## src/rtl/out_unload.sv

```systemverilog
// Output unloader for the multi-mode FFT: reads the result RAM in natural order and
// streams it out framed, applying conjugation and 1/N scaling for inverse transforms.
module out_unload (
  input  logic               clk,
  input  logic               rst_n,
  input  logic               start,
  input  logic               inv,
  input  logic        [9:0]  N,
  input  logic signed [15:0] ram_re,
  input  logic signed [15:0] ram_im,
  output logic        [8:0]  addr_unload,
  output logic               rd_en,
  output logic signed [15:0] y_re,
  output logic signed [15:0] y_im,
  output logic               y_valid,
  output logic               sop_out,
  output logic               eop_out,
  output logic               busy,
  output logic               unload_complete
);

  typedef enum logic [1:0] {IDLE, READ, DRAIN} state_t;

  state_t             r_state;
  state_t             w_nextState;
  logic        [8:0]  r_cnt;
  logic        [8:0]  r_last;
  logic        [3:0]  r_k;
  logic               r_inv;
  logic               r_drain;
  logic               r_vld1;
  logic               r_sop1;
  logic               r_eop1;
  logic               w_legal;
  logic        [3:0]  w_k;
  logic               w_accept;
  logic               w_lastRead;
  logic               w_drainDone;
  logic signed [15:0] w_negIm;
  logic signed [15:0] w_re;
  logic signed [15:0] w_im;

  always_comb begin
    w_legal = 1'b1;
    w_k     = 4'd6;
    case (N)
      10'd64:  w_k = 4'd6;
      10'd128: w_k = 4'd7;
      10'd256: w_k = 4'd8;
      10'd512: w_k = 4'd9;
      default: w_legal = 1'b0;
    endcase
  end

  always_comb begin
    w_nextState = r_state;
    rd_en       = 1'b0;
    addr_unload = 9'd0;
    busy        = 1'b0;
    w_accept    = 1'b0;
    w_lastRead  = 1'b0;
    w_drainDone = 1'b0;
    case (r_state)
      IDLE: begin
        if (start && w_legal) begin
          w_accept    = 1'b1;
          w_nextState = READ;
        end
      end
      READ: begin
        rd_en       = 1'b1;
        addr_unload = r_cnt;
        busy        = 1'b1;
        if (r_cnt == r_last) begin
          w_lastRead  = 1'b1;
          w_nextState = DRAIN;
        end
      end
      DRAIN: begin
        busy = 1'b1;
        if (r_drain) begin
          w_drainDone = 1'b1;
          w_nextState = IDLE;
        end
      end
      default: w_nextState = IDLE;
    endcase
  end

  always_ff @(posedge clk or negedge rst_n) begin
    if (!rst_n) r_state <= IDLE;
    else        r_state <= w_nextState;
  end

  // Frame parameters are captured only on an accepted start, so mid-frame changes are ignored.
  always_ff @(posedge clk or negedge rst_n) begin
    if (!rst_n) begin
      r_cnt           <= 9'd0;
      r_last          <= 9'd0;
      r_k             <= 4'd0;
      r_inv           <= 1'b0;
      r_drain         <= 1'b0;
      unload_complete <= 1'b0;
    end else begin
      unload_complete <= w_drainDone;
      if (w_accept) begin
        r_cnt  <= 9'd0;
        r_last <= N[8:0] - 9'd1;
        r_k    <= w_k;
        r_inv  <= inv;
      end else if (r_state == READ) begin
        r_cnt <= w_lastRead ? 9'd0 : r_cnt + 9'd1;
      end
      if (r_state == DRAIN) r_drain <= ~r_drain;
      else                  r_drain <= 1'b0;
    end
  end

  // Negating -32768 would wrap, so it saturates to +32767 before the scaling shift.
  assign w_negIm = (ram_im == 16'sh8000) ? 16'sh7FFF : -ram_im;
  assign w_re    = r_inv ? (ram_re  >>> r_k) : ram_re;
  assign w_im    = r_inv ? (w_negIm >>> r_k) : ram_im;

  always_ff @(posedge clk or negedge rst_n) begin
    if (!rst_n) begin
      r_vld1  <= 1'b0;
      r_sop1  <= 1'b0;
      r_eop1  <= 1'b0;
      y_valid <= 1'b0;
      sop_out <= 1'b0;
      eop_out <= 1'b0;
      y_re    <= 16'sd0;
      y_im    <= 16'sd0;
    end else begin
      r_vld1  <= rd_en;
      r_sop1  <= rd_en && (r_cnt == 9'd0);
      r_eop1  <= w_lastRead;
      y_valid <= r_vld1;
      sop_out <= r_sop1;
      eop_out <= r_eop1;
      y_re    <= r_vld1 ? w_re : 16'sd0;
      y_im    <= r_vld1 ? w_im : 16'sd0;
    end
  end

endmodule

```

## config.mk

```make
export PLATFORM = sky130hd
export DESIGN_NAME = out_unload
export DESIGN_NICKNAME = d
export VERILOG_FILES = /design/src/rtl/out_unload.sv
export SDC_FILE = /design/constraint.sdc
export NUM_CORES = 1
export LEC_CHECK = 0
export BUFFER_PORTS_ARGS = -buffer_cell sky130_fd_sc_hd__buf_2
export CAP_MARGIN = 15
export CORE_MARGIN = 2
export CORE_UTILIZATION = 55
export CTS_BUF_LIST = sky130_fd_sc_hd__clkbuf_8
export DETAILED_ROUTE_END_ITERATION = 10
export GPL_TIMING_DRIVEN = 0
export PLACE_DENSITY_LB_ADDON = 0.25
export SETUP_SLACK_MARGIN = 0.2
export SLEW_MARGIN = 20
export SYNTH_ARGS = -nofsm -noshare
export SYNTH_HDL_FRONTEND = slang
export SYNTH_SLANG_ARGS = --single-unit
```

## constraint.sdc

```tcl
create_clock -name clk -period 3.9 [get_ports clk]
set_input_delay 0.39 -clock clk [delete_from_list [all_inputs] [get_ports clk]]
set_output_delay 0.39 -clock clk [all_outputs]
set_load 0.01 [all_outputs]
```

# Word-level counts from Yosys, hierarchy flattened
# Cells that the tools add are included.
[totals]
inputBits = 46
wordCells = 64
reg_bits = 65
out_inout_bits = 47
[classes]
reduce_logical = 8
bitwise_logic = 1
addsub = 3
n_eq_ne = 11
shifts = 2
muxes = 24
[op_table]
columns = ["cell", "n"]
rows = [
  ["16-bit two-way mux", 5],
  ["9-bit two-way mux", 4],
  ["16-bit by 4-bit >>> shifter with 16-bit output", 2],
  ["16-bit equality test, second input constant", 1],
  ["16-bit negation", 1],
  ["4-bit one-hot mux with 3 select lines", 1],
  ["10-bit equality test, second input constant", 1],
  ["10-bit by 7-bit equality test with 1-bit output, second input constant", 1],
  ["10-bit by 8-bit equality test with 1-bit output, second input constant", 1],
  ["10-bit by 9-bit equality test with 1-bit output, second input constant", 1],
  ["1-bit two-way mux", 10],
  ["9-bit by 1-bit adder with 9-bit output, second input constant", 1],
  ["9-bit equality test", 1],
  ["9-bit zero test", 1],
  ["9-bit by 1-bit subtractor with 9-bit output, second input constant", 1],
  ["2-bit two-way mux", 3],
  ["2-bit != test, second input constant", 3],
  ["2-bit one-hot mux with 3 select lines", 1],
  ["4-bit OR reduction", 1],
  ["3-bit AND reduction", 1],
  ["2-bit by 1-bit equality test with 1-bit output, second input constant", 1],
  ["2-bit equality test, second input constant", 1],
  ["1-bit logical AND", 2],
  ["2-bit zero test", 1],
  ["other kinds (3)", 3],
]

# Longest topological paths before layout
[logic_depth]
depth_word = 7
mapped_depth = 11
ltp_nobuf = 8

# Worst setup path before layout
# Ideal clock, no wire load.
[synth_timing]
path_type = "input port to flip-flop"
start = "input ram_im[3]"
end = "register y_im[3]"
t_required_ns = 3.796
path_buffers = 2
setup_slack_ns = 1.338
cell_stages = 8
arrival_ns = 2.458
setup_ns = 0.104
cell_sequence = "buf_2 or4_1 buf_2 or4_1 a221o_1 o21a_2 a311o_1 o311ai_1"
[synth_between]
elab_chain_cells = 5
elab_cells_between_ends = 6
cone_classes = "1 x add/sub; 1 x eq/ne; 1 x shift; 3 x mux"
[synth_lines]
columns = ["item", "line_no", "text"]
rows = [
  ["start, declared", "10", "input logic signed [15:0] ram_im,"],
  ["16-bit negation or 16-bit equality test (tied branches)", "120", "assign w_negIm = (ram_im == 16'sh8000) ? 16'sh7FFF : -ram_im;"],
  ["16-bit two-way mux", "120", ""],
  ["16-bit by 4-bit >>> shifter with 16-bit output", "122", "assign w_im = r_inv ? (w_negIm >>> r_k) : ram_im;"],
  ["16-bit two-way mux *", "122", ""],
  ["16-bit two-way mux *", "142", "y_im <= r_vld1 ? w_im : 16'sd0;"],
  ["end signal, assigned", "142", ""],
  ["end, declared", "14", "output logic signed [15:0] y_im,"],
]
# Every way passes the cells marked *; elsewhere a longest branch is shown, timed or not.
# A chain may end at the register's enable or synchronous reset.

# Final worst setup path
[layout_timing]
start = "input ram_im[1]"
end = "register y_im[6]"
[layout_between]
elab_chain_cells = 5
elab_cells_between_ends = 6
cone_classes = "1 x add/sub; 1 x eq/ne; 1 x shift; 3 x mux"
[layout_lines]
columns = ["item", "line_no"]
rows = [
  ["16-bit negation or 16-bit equality test (tied branches)", "120"],
  ["16-bit two-way mux *", "120"],
  ["16-bit by 4-bit >>> shifter with 16-bit output *", "122"],
  ["16-bit two-way mux *", "122"],
  ["16-bit two-way mux *", "142"],
]
# Marks and branches as above.

==> results by group <==
Final layout
  – Net count, final: 643
  – Ant diodes: 0
  – P&R area growth vs syn: 16.8%
  – Most common cell after layout, fill and taps aside: buf_2
  – Share of layout cells above drive strength 1: 20.8%
  – Most frequent cells in the layout: buf_2, dfrtp_1, nor2_1
  – Utilization after layout: 65.9%
  – Design area: 5040 µm²

Yosys
  – Asr flop ratio synth: 100%
  – Area leader, netlist: dfrtp_1
  – Synth top area share: 37.1%
  – Syn Nets: 550
  – Seq cells post-synth: 64
  – Largest cells by area after synthesis: dfrtp_1, nor2_1, nand2_1
  – Number of synthesized flops with an enable pin: 0
  – Syn avg cell area: 8.68 µm²
  – Ys flop type: dfrtp_1
  – Ys Warns: 0
  – Synth Instances: 497
  – Unique masters post-synth: 63
  – Post-synthesis cell area: 4310 µm²
  – Sequential-to-total area share from yosys stat: 37.1%

STA
  – Hold Fails Final Rpt: 0
  – Post-route setup TNS: 0 ns
  – Shortest period the worst path allows: 2.86 ns
  – Final Cycle Share: 73.2%
  – Max_slew headroom: 38.2%
  – Max Clock Freq: 0.350 GHz
  – Max-slew violation count: 0
  – Final setup fails: 0
  – Unrepaired setup endpoints after global routing: false
  – Tightest Pin Transition: 0.903 ns
  – Setup Skew: 0.00662 ns

Setup path
  – CP required: 4.11 ns
  – Crit-path max FO: 10
  – CP Class: in -> reg
  – CP Capture Type: flop
  – R2R Path Start: r_k[0]$_DFFE_PN0P_
  – Worst setup startpoint: ram_im[1]
  – Startpoint types: input port
  – Reg2Reg Depth: 9
  – CP arrival: 3.06 ns

CTS
  – CTS Sinks: 64
  – TritonCTS clock tree: built
  – Hold buffer count at cts: 0
  – CTS Buf Count: 9
  – Postcts setup bufs: 0
  – Skew-Pair Late Insertion Delay: 0.34 ns
  – Clk slew on worst S/H paths: 0.08 ns
  – Clk root buf: clkbuf_8
  – CTS H-tree depth: 3
  – CTS Buffer Depth: 2
  – Post-CTS resize count: 0

Global routing
  – First-pass GRT wire length: 19700 µm
  – Global routing's busiest layer: met2
  – Vias in the first global route: 4061
  – Largest net degree at the start of global routing: 65
  – Initial antenna violation count: 0
  – Met1 GRT Util: 40.6%
  – Grt ovf: 0
  – Total track usage: 28.7%
  – Met3 global-route usage: 5.78%
  – Met2 usage: 44.4%

Placed design
  – DP Wirelength: 8710 µm
  – GP Congestion: 0.992
  – Post-DP Area: 4850 µm²
  – PortBufs: 82

Routing
  – Initial DRT Pass Iterations: 5
  – ANT nets after route: 0
  – Iter 0 DRT Violations: 398
  – Vias per std cell: 6.14
  – Avg WL per Cell: 17.4 µm
  – Wirelength, routed: 12100 µm
  – Via count: 4279
  – Remaining routing DRC violations: 0

Floorplanning
  – Core area: 7650 µm²
  – DIE HEIGHT: 92.5 µm
  – Die X: 92.5 µm
  – I/O pin count: 93
  – Die area: 8560 µm²
  – Row Count: 32
  – Initial Utilization: 56.4%

Outcome
  – Run status: finished clean

Power and ir drop
  – P_leak: 0.00227 µW
  – Pwr Total: 2230 µW
  – PwrDens: 443 nW/µm²
  – Max IR drop VDD: 232 µV

Worst hold path
  – HP Class: in -> async

Run
  – Max Cap Viol: 0
==> power breakdown <==
group	leakage [µW]	switching (µW)	internal (µW)
Combinational	0.00136	481	325
Clock	0.0000927	265	263
Sequential	0.000826	81.9	818
Total	0.00227	827	1410
==> synth_stat cells (3+ instances only) <==
cell       n
a211oi_1  13
a21boi_0   4
a21oi_1   20
a221o_1    5
a22o_1     5
a22oi_1    4
a31oi_1    4
and2_1    11
buf_1      6
buf_2      4
clkbuf_1  28
dfrtp_1   64
ha_1       7
inv_1     18
mux2_2    11
mux2i_1   12
mux4_2     5
nand2_1   48
nand2b_1   6
nand3_1   10
nand3b_1   4
nand4_1    7
nor2_1    55
nor2b_1    6
nor3_1    14
nor4_1     8
o211ai_1   5
o21ai_0   29
o22ai_1    6
o41ai_1    3
or3_1      3
or4_1      3
xnor2_1   14
xor2_1    16
==> critical path, cell delays in order <==
cell      delay (ns)
clkbuf_1        0.22
inv_1           0.12
ha_1            0.14
clkbuf_1        0.35
nor2b_1         0.34
and4_1          0.33
nand2_1         0.15
a311oi_1        0.53
nor3_1          0.09
o41ai_1         0.39
==> registers in the layout, summed over array words and instances, names as in the netlist, 2 cells and up <==
register	count
r_state	2
r_k	3
r_last	9
y_re	16
r_cnt	9
y_im	16
==> metal layers <==
| layer | vias to the layer above | part of all wire, % |
|---|---|---|
| met1 | 2022 | 43 |
| met2 | 251 | 46 |
| met5 | - | 0 |
| met4 | 0 | 1.9 |
| li1 | 1978 | - |
| met3 | 28 | 9.4 |
==> cell type report <==
cell class,instances,area [µm²]
multi-input cells,375,2480
inverters,19,71.3
fillers,660,2610
clock buffers,11,151
plain buffers,39,159
well taps,102,128
clock inverters,5,32.5
flip-flops and latches,64,1600
repair buffers,82,413
==> metrics by stage <==
stage / hold slack, ns / setup slack [ns] / instances
finish: 0.120 / 1.04 / 697
global route: 0.187 / 0.933 / 697
CTS: 0.157 / 1.11 / 697
detailed placement: 0.340 / 0.786 / 681
global placement: 0.332 / 0.751 / 681
floorplan: 0.0944 / 1.34 / 497
==> cells by family (layout without fill, tap and decap cells) <==
kind of cell | count (synthesis) | in the layout | share of synthesized area, %
adder cells (fa/ha/maj) | 7 | 7 | 2.03
AO/OA/AOI/OAI | 126 | 126 | 20.2
flip-flops | 64 | 64 | 37.1
AND/OR/NAND/NOR | 184 | 184 | 21.0
multiplexers | 28 | 28 | 8.27
buffers and inverters | 58 | 156 | 5.34
XOR/XNOR | 30 | 30 | 6.09
==> worst paths after layout <==
kind | end | slack (ns)
min in group clk | r_last[0]$_DFFE_PN0P_ | 0.25
max in group asynchronous | y_im[9]$_DFF_PN0_ | 3.26
max reg2reg | y_re[6]$_DFF_PN0_ | 1.23
min reg2reg | eop_out$_DFF_PN0_ | 0.35
min | r_cnt[7]$_DFFE_PN0P_ | 0.12
max | y_im[6]$_DFF_PN0_ | 1.04
Power figures use the tool's default switching activity.
